===== src/rtl/mux_pkg.sv =====
// Shared definitions for the mux family: mode encoding and select-width helper.
package mux_pkg;

  localparam logic MODE_DIRECT = 1'b0;
  localparam logic MODE_SCAN   = 1'b1;

  // Select width for an n-way mux; never narrower than one bit.
  function automatic int unsigned sel_width(input int unsigned n);
    return (n <= 2) ? 32'd1 : 32'($clog2(n));
  endfunction

endpackage


===== src/rtl/mux_scan_ctr.sv =====
// Auto-scan channel counter: wraps NCH-1 -> 0, clear has priority over increment.
module mux_scan_ctr
  import mux_pkg::*;
#(
  parameter int unsigned NCH = 16
) (
  input  logic                      clk,
  input  logic                      rst,
  input  logic                      clr,
  input  logic                      inc,
  output logic [sel_width(NCH)-1:0] cnt
);

  localparam int unsigned SW = sel_width(NCH);

  always_ff @(posedge clk or posedge rst) begin
    if (rst) begin
      cnt <= '0;
    end else if (clr) begin
      cnt <= '0;
    end else if (inc) begin
      cnt <= (cnt == SW'(NCH - 1)) ? '0 : cnt + SW'(1);
    end
  end

endmodule


===== src/rtl/mux_sel_pipe.sv =====
// Registered channel mux with direct/auto-scan select, all-ones override and
// a single-entry valid/ready output stage.
module mux_sel_pipe
  import mux_pkg::*;
#(
  parameter int unsigned NCH = 16,
  parameter int unsigned W   = 1,
  parameter int unsigned SW  = sel_width(NCH)
) (
  input  logic             clk,
  input  logic             rst,
  input  logic [NCH*W-1:0] in_data,
  input  logic [SW-1:0]    sel,
  input  logic             mode,
  input  logic             force_ones,
  input  logic             in_valid,
  output logic             in_ready,
  output logic [W-1:0]     out_data,
  output logic [SW-1:0]    out_ch,
  output logic             out_err,
  output logic             out_valid,
  input  logic             out_ready
);

  logic [SW-1:0] cnt;
  logic [SW-1:0] ch;
  logic [W-1:0]  mux_data;
  logic          ch_hit;
  logic          accept;

  assign in_ready = ~out_valid | out_ready;
  assign accept   = in_valid & in_ready;
  assign ch       = (mode == MODE_SCAN) ? cnt : sel;

  mux_scan_ctr #(
    .NCH (NCH)
  ) u_scan_ctr (
    .clk (clk),
    .rst (rst),
    .clr (mode == MODE_DIRECT),
    .inc (accept & (mode == MODE_SCAN)),
    .cnt (cnt)
  );

  // Decoded mux; an index with no matching channel yields zero and no hit.
  always_comb begin
    mux_data = '0;
    ch_hit   = 1'b0;
    for (int unsigned c = 0; c < NCH; c++) begin
      if (ch == SW'(c)) begin
        mux_data = in_data[c*W +: W];
        ch_hit   = 1'b1;
      end
    end
  end

  always_ff @(posedge clk or posedge rst) begin
    if (rst) begin
      out_valid <= 1'b0;
      out_data  <= '0;
      out_ch    <= '0;
      out_err   <= 1'b0;
    end else if (accept) begin
      out_valid <= 1'b1;
      out_data  <= force_ones ? '1 : mux_data;
      out_ch    <= ch;
      out_err   <= ~ch_hit & ~force_ones;
    end else if (out_ready) begin
      out_valid <= 1'b0;
    end
  end

endmodule


===== config.mk =====
export PLATFORM = sky130hd
export DESIGN_NAME = mux_sel_pipe
export DESIGN_NICKNAME = d
export VERILOG_FILES = /design/src/rtl/mux_pkg.sv /design/src/rtl/mux_scan_ctr.sv /design/src/rtl/mux_sel_pipe.sv
export SDC_FILE = /design/constraint.sdc
export NUM_CORES = 1
export LEC_CHECK = 0
export ABC_AREA = 1
export BUFFER_PORTS_ARGS = -buffer_cell sky130_fd_sc_hd__buf_2
export CAP_MARGIN = 25
export CORE_ASPECT_RATIO = 1.25
export CORE_MARGIN = 4
export CORE_UTILIZATION = 39
export CTS_CLUSTER_DIAMETER = 120
export DETAILED_ROUTE_END_ITERATION = 8
export MAX_ROUTING_LAYER = met4
export PLACE_DENSITY = 0.67
export SLEW_MARGIN = 20
export SYNTH_ARGS = -nofsm -noshare
export SYNTH_HDL_FRONTEND = slang
export SYNTH_HIERARCHICAL = 1
export SYNTH_SLANG_ARGS = --single-unit

===== constraint.sdc =====
create_clock -name clk -period 1.9 [get_ports clk]
set_input_delay 0.285 -clock clk [delete_from_list [all_inputs] [get_ports clk]]
set_output_delay 0.285 -clock clk [all_outputs]
set_load 0.1 [all_outputs]

* Word level (Yosys, flattened, before mapping) *
Index checks and enable logic that the tools add are counted.
W data, S select, Z words.

operators by class
  add/sub/neg operators = 1
  equal/unequal tests = 17
  mux-type cells = 39
  bitwise logic cells = 7
  reduce and logical (&&, ||, !) cells = 2

operator list
  operator               number
  $eq A4 B4 Y1 const B   9
  $mux W1                35
  $eq A4 B3 Y1 const B   4
  $mux W4                4
  $eq A4 B2 Y1 const B   2
  $add A4 B1 Y4 const B  1
  $eq A4 B1 Y1 const B   1
  $logic_not A4 Y1       1
  $and A1 B1 Y1          3
  $not A1 Y1             3
  $ne A2 B1 Y1 const B   1
  $reduce_bool A2 Y1     1
  $or A1 B1 Y1           1

storage, ports and cells
  register bits = 11
  output and inout port bits = 8
  logic and storage cells = 71

* Depth between registers and ports, before layout *
Gate-level depths: netlist of the first run.

  depth in word-level cells = 20
  gate-level depth with buffers = 15
  depth with buffers taken out = 14

* Modules after synthesis *
The synthesis of the first run kept the hierarchy.

by module, submodules not included
  module        times used  cells each  area each (um2)
  mux_sel_pipe  1           92          576.8
  mux_scan_ctr  1           26          224.0

* Worst setup path before layout of the first run *
Ideal clock, no wire load.

  path kind = reg-to-reg
  start point = register out_valid
  end point = register u_scan_ctr.cnt[3]
  setup time = 0.116 ns
  data arrival time = 2.689 ns
  required time = 1.784 ns
  slack = -0.905 ns
  cell stages (with the launch flop) = 11
  path buffers = 1
  cell sequence = dfrtp_1 > nand2_1 > nand2_1 > clkbuf_1 > nor2_1 > inv_2 > nor2_4 > nand2_2 > inv_1 > nand2_1 > nand2_1

on the way
  word-level cells in the longest chain between the ends = 5

RTL lines
  item                    line                source
  from (decl)             mux_sel_pipe.sv:21  output logic out_valid,
  from (signal assigned)  mux_sel_pipe.sv:59  out_valid <= 1'b0;
  from (signal assigned)  mux_sel_pipe.sv:64  out_valid <= 1'b1;
  from (signal assigned)  mux_sel_pipe.sv:69  out_valid <= 1'b0;
  $not A1 Y1              mux_sel_pipe.sv:31  assign in_ready = ~out_valid | out_ready;
  $or A1 B1 Y1            mux_sel_pipe.sv:31
  via in_ready            mux_sel_pipe.sv:17  output logic in_ready,
  $and A1 B1 Y1           mux_sel_pipe.sv:32  assign accept = in_valid & in_ready;
  $and A1 B1 Y1           mux_sel_pipe.sv:41  .inc (accept & (mode == MODE_SCAN)),
  $ne A2 B1 Y1 (no line)  -
  to (signal assigned)    mux_scan_ctr.sv:22  cnt <= (cnt == SW'(NCH - 1)) ? '0 : cnt + SW'(1);
  to (decl)               mux_scan_ctr.sv:11  output logic [sel_width(NCH)-1:0] cnt

The timed path passes the listed nets, and every way through them passes these cells.
A chain may end at the register's enable or synchronous reset.

* Worst setup path after layout of the first run *
  start point = register out_valid
  end point = output port in_ready

on the way
  word-level cells in the longest chain between the ends = 2

RTL lines
  item          line
  $not A1 Y1    mux_sel_pipe.sv:31
  $or A1 B1 Y1  mux_sel_pipe.sv:31
  to (decl)     mux_sel_pipe.sv:17

No other way between the ends.

==> results.toml, run 1 <==
[finish]
post-route-util_pct = 52.7
final_nets = 183
finalInstanceArea_mm2 = 0.00103
antennaDiodeCount = 0
area_growth_pct = 28.9
drive_above_1_share_pct = 32.9

[die]
rows = 18
die_h_um = 58.7
die_w_um = 48.5
ios = 34
core-area_mm2 = 0.00196
initial_utilization_pct = 40.9
die_area_mm2 = 0.00285

[synth]
yosysSeqAreaShare_pct = 34.4
ys.flop_type = "dfrtp_1"
netlist_area_um2 = 801
synth_seq_cells = 11
postSynthCellCount = 118
synthTopCellsByArea = "dfrtp_1, nand2_1, inv_1"
synth-edff-count = 0
synth_top_cell_area_share_pct = 34.4
synth_area_per_cell_um2 = 6.79
syn-num-nets = 145
yosysTopAreaCell = "dfrtp_1"
ys_types = 23
async_flop_share_pct = 100
synth_most_common_cell = "nand2_1"
synth_warnings = 6
synth_common_cells = "nand2_1, inv_1, dfrtp_1, nor2_1, nand3_1"

[routing]
antenna_left = 0
vias = 871
dr.pass1.iters = 4
viasPerCell = 4.98
drt-total-wl_um = 1870
wl_per_cell_um = 10.7
drtIter0Drc = 23
drcViolationCount = 0

[placement]
portBuffers = 33
dp_hpwl_um = 1550
gp_congestion = 0.858
dpl-instance-area_um2 = 995

[timing]
max_slew_margin_pct = 67.8
rsz0062_at_grt = "no"
clock-skew-final_ns = 0.00910
fin_hold_ws_ns = 0.267
hold_violations = 0
max_freq_mhz = 648
drv_slew = 0
finalSetupViolations = 0
fin_tns_setup_ns = 0
fin_crit_sh_pct = 81.2
worst_slew_pin_slew_ns = 0.487
period_needed_ns = 1.54

[flow_run]
cap_violations = 0

[critical_path]
timing.critical_path.to_type = "primary output"
arrival_ns = 1.26
critPathLaunchType = "flop"
critical_path_class = "flop to primary output"
crit_path_max_fanout = 3
cp.required_ns = 1.62

[global_route]
gr-total-overflow = 0
grt_pass1_wl_um = 3060
grt_use_total_pct = 13.9
grt_pass1_vias = 772
grt_max_degree = 10
antenna_found_initial = 0

[power]
power.share.clock_pct = 22.1
power_frac_comb_pct = 40.8
vdd_drop_max_mv = 0.325
p_leak_nw = 0.586
p_per_area_mw_per_mm2 = 701
p_int_uw = 401
switchingPower_uw = 322
switching_share_pct = 44.5
seq_power_share_pct = 37.1

[clock_tree]
cts.sinks = 11
htreeDepth = 1
cts_tree = "yes"
cts_root_buf = "clkbuf_4"
insertion_delay_ns = 0.27
numCtsBuffers = 3
cts.clk_slew.worst_paths_ns = 0.08
clk_path_buf_depth = 2
cts-resized-gates = 0
postCtsSetupBuffers = 0

[min_path]
hold_class = "primary input to flop"

[status]
outcome = "complete, no violations"
## registers in the layout, summed over array words and instances, names as in the netlist
signal	cells
out_ch	4
out_valid	1
u_scan_ctr/cnt	4
out_err	1
out_data	1
## cell usage in the layout (no fill, tap or decap), drive strengths merged, types with 3 or more instances in the layout
cell type / instances
nand2: 46
clkbuf: 3
nor2: 13
nand4: 5
nand3: 9
buf: 34
inv: 19
o21ai: 6
dfrtp: 11
## critical path, cell delays in order, from the launching register on
cell and delay (ns):
dfrtp_4 0.49, nand2_4 0.08, buf_2 0.42
## cells by family after synthesis
| logic type | after synthesis | synth area share (%) |
|---|---|---|
| AOI/OAI and AO/OA | 10 | 7.66 |
| adders and majority gates | 1 | 1.56 |
| buffers and inverters | 21 | 11.4 |
| DFF | 11 | 34.4 |
| muxes | 1 | 1.25 |
| and+or+nand+nor | 74 | 43.7 |
## timing repair
item	4_1_cts	5_1_grt
hold buffers	1	0
setup endpoints to repair	0	0
hold endpoints to repair	11	0
## cell type report
class	count	area, um^2
repair buffers	35	183
inverters	19	76.3
clock buffers	3	22.5
clock inverters	1	5.00
fillers	198	927
multi-input cells	86	442
well taps	20	25.0
flip-flops and latches	11	279
## stage by stage
stage	total power [mW]	std cells	setup WS, ns
global route	0.764	175	0.202
global placement	0.566	170	0.299
CTS	0.730	175	0.348
floorplan	0.504	118	0.0232
detailed placement	0.569	170	0.316
finish	0.724	175	0.357
## layer usage
layer	global-route usage, %	routed length [um]	up-vias
li1	-	-	446
met1	15.4	763	401
met2	23.7	973	20
met3	2.03	88	4
met4	8.08	43	0
met5	-	0	-
## power groups by stage
| stage | combinational (mW) | sequential, mW | clock [mW] |
|---|---|---|---|
| global route | 0.318 | 0.272 | 0.173 |
| floorplan | 0.107 | 0.397 | 0 |
| finish | 0.296 | 0.268 | 0.160 |
| detailed placement | 0.296 | 0.273 | 0 |
| global placement | 0.295 | 0.272 | 0 |
| CTS | 0.298 | 0.268 | 0.164 |
## final timing paths
check	endpoint	cells after the start	start	slack, ns
worst max register to register	out_data$_DFFE_PP0P_	14	u_scan_ctr/cnt[0]$_DFFE_PP0P_	0.38
min in group asynchronous	u_scan_ctr/cnt[0]$_DFFE_PP0P_	3	rst	0.44
max in group asynchronous	out_valid$_DFFE_PP0P_	3	rst	1.17
worst min register to register	out_ch[2]$_DFFE_PP0P_	2	out_ch[2]$_DFFE_PP0P_	0.49
worst min-delay path	out_valid$_DFFE_PP0P_	4	out_ready	0.27
worst max-delay path	in_ready	2	out_valid$_DFFE_PP0P_	0.36
Note: power is estimated with default switching activity, not from simulation.
==> run 2, diff against run 1 <==
Settings changed: ABC_AREA 1 to 0, PLACE_DENSITY 0.67 to 0.68.
Clock period 1.9 ns to 1.42 ns, I/O delays scaled along.
==> results.toml, run 2 <==
[die]
die_area_mm2 = 0.00275
rows = 17
die_h_um = 57.7
ios = 34
core-area_mm2 = 0.00183
die_w_um = 47.7
initial_utilization_pct = 42.1

[clock_tree]
insertion_delay_ns = 0.27
cts.clk_slew.worst_paths_ns = 0.08
cts.sinks = 11
clk_path_buf_depth = 2
cts_tree = "yes"
numCtsBuffers = 3
cts_root_buf = "clkbuf_4"
htreeDepth = 1

[critical_path]
timing.critical_path.to_type = "flop"
worst-path-buf-inv = 0
crit_path_max_fanout = 6
worstPathCellList = "mux2_4, mux2_4, o221a_1, a2111oi_2, o22ai_1"
path_delay_family = "multiplexers"
max_stage_delay_ns = 0.38
critical_path_class = "flop to flop"
critPathLaunchType = "flop"
worst_path_most_repeated_cell = "mux2_4"
cp.required_ns = 1.57
arrival_ns = 1.85
cpMaxStageDelayCell = "dfrtp_1"

[routing]
wl_per_cell_um = 13.5
antenna_left = 0
viasPerCell = 5.42
drtIter0Drc = 14
drcViolationCount = 0
drt-total-wl_um = 2200
dr.pass1.iters = 4
vias = 884

[synth]
netlist_area_um2 = 769
syn-num-nets = 114
synth_top_cell_area_share_pct = 35.8
yosysSeqAreaShare_pct = 35.8
ys_types = 32
postSynthCellCount = 87
synthTopCellsByArea = "dfrtp_1, mux2_2, nand2_1"
async_flop_share_pct = 100
synth_common_cells = "dfrtp_1, nand2_1, o21ai_0"
synth_warnings = 6
synth-edff-count = 0
synth_area_per_cell_um2 = 8.84
yosysTopAreaCell = "dfrtp_1"
ys.flop_type = "dfrtp_1"
synth_seq_cells = 11

[global_route]
grt_use_total_pct = 17.2
grt_pass1_vias = 859
grt_max_degree = 13
antenna_found_initial = 0
gr-total-overflow = 0
grt_pass1_wl_um = 3460

[finish]
final_nets = 172
regArea_um2 = 279
antennaDiodeCount = 0
nFillCells = 162
drive_above_1_share_pct = 51.4
area_growth_pct = 54.8
multi_input_area_um2 = 494
largestRegisters = "out_ch: 4 flops, u_scan_ctr/cnt: 4 flops"
post-route-util_pct = 65.1
layout.cells.non_filler = 163
final_common_cell = "buf_2"
mostFrequentLayoutCells = "buf_2, buf_4, nand2_1, dfrtp_1, o21ai_0"

[power]
total_power_uw = 985
vdd_drop_max_mv = 0.699
p_leak_nw = 0.589
p_per_area_mw_per_mm2 = 827

[timing]
max_freq_mhz = 588
fin_hold_ws_ns = 0.189
clock-skew-final_ns = 0.00856
fin_ws_ns = -0.280
rsz0062_at_grt = "yes"
drv_slew = 0
hold_violations = 0
worst_slew_pin_slew_ns = 0.458
max_slew_margin_pct = 68.6
finalSetupViolations = 1
fin_crit_sh_pct = 120
period_needed_ns = 1.70

[status]
outcome = "finished, violations left"
violations = "negative setup slack"

[placement]
gp_congestion = 0.799
dp_hpwl_um = 1760
placedCellCount = 156
portBuffers = 33
pre_cts_ws_ns = -0.296

[min_path]
hold_class = "primary input to flop"

[flow_run]
cap_violations = 0
[run 2: final timing paths]
check / slack (ns) / to / startpoint / cells after the start
min in group asynchronous: 0.37 / u_scan_ctr/cnt[2]$_DFFE_PP0P_ / rst / 3
setup reg to reg: -0.28 / out_data$_DFFE_PP0P_ / u_scan_ctr/cnt[0]$_DFFE_PP0P_ / 5
hold / removal: 0.19 / out_valid$_DFFE_PP0P_ / in_valid / 2
setup / recovery: -0.28 / out_data$_DFFE_PP0P_ / u_scan_ctr/cnt[0]$_DFFE_PP0P_ / 5
hold reg to reg: 0.48 / out_err$_DFFE_PP0P_ / out_err$_DFFE_PP0P_ / 1
max in group asynchronous: 0.77 / out_valid$_DFFE_PP0P_ / rst / 3
[run 2: layer usage]
layer  vias to the layer above  wire [um]  track usage (%)
met5                         -          0                -
met1                       415        812             19.1
met4                         0         42             5.77
met2                        30       1190             29.5
li1                        435          -                -
met3                         4        147             3.11
[run 2: repair_timing]
| action | 4_1_cts | 5_1_grt |
|---|---|---|
| pin swaps | 0 | 1 |
| resized for setup | 0 | 3 |
| buffers inserted | 1 | 1 |
| endpoints found under the setup margin | 1 | 2 |
| endpoints found under the hold margin | 11 | 0 |
| hold buffers | 1 | 0 |
[run 2: final cells by class]
cell class,count,share of cell area [%]
Sequential cell,11,23.4
Clock buffer,3,1.89
Timing Repair Buffer,55,29.2
Clock inverter,1,0.420
Inverter,5,1.58
Multi-Input combinational cell,69,41.5
Tap cell,19,2.00
[run 2: stage by stage]
| step | area (um^2) | TNS, ns |
|---|---|---|
| detailed placement | 1130 | -0.296 |
| global placement | 1130 | -0.249 |
| global route | 1190 | -0.385 |
| CTS | 1170 | -0.290 |
| floorplan | 806 | -1.83 |
| finish | 1190 | -0.280 |
[run 2: power by group]
part / leakage (nW) / internal, mW / switching [mW] / total, mW
Sequential: 0.141 / 0.336 / 0.0107 / 0.346
Clock: 0.0177 / 0.104 / 0.110 / 0.215
Combinational: 0.430 / 0.146 / 0.278 / 0.424
Total: 0.589 / 0.586 / 0.399 / 0.985
[run 2: cells by family (layout without fill, tap and decap cells)]
logic type	Yosys count	in the layout	synth area share, %
xor gates and xnor gates	1	1	1.14
buffers and inverters	7	64	4.39
DFF	11	11	35.8
and+or+nand+nor	35	35	22.1
muxes	11	11	16.7
AOI/OAI and AO/OA	21	21	18.2
adders and majority gates	1	1	1.63
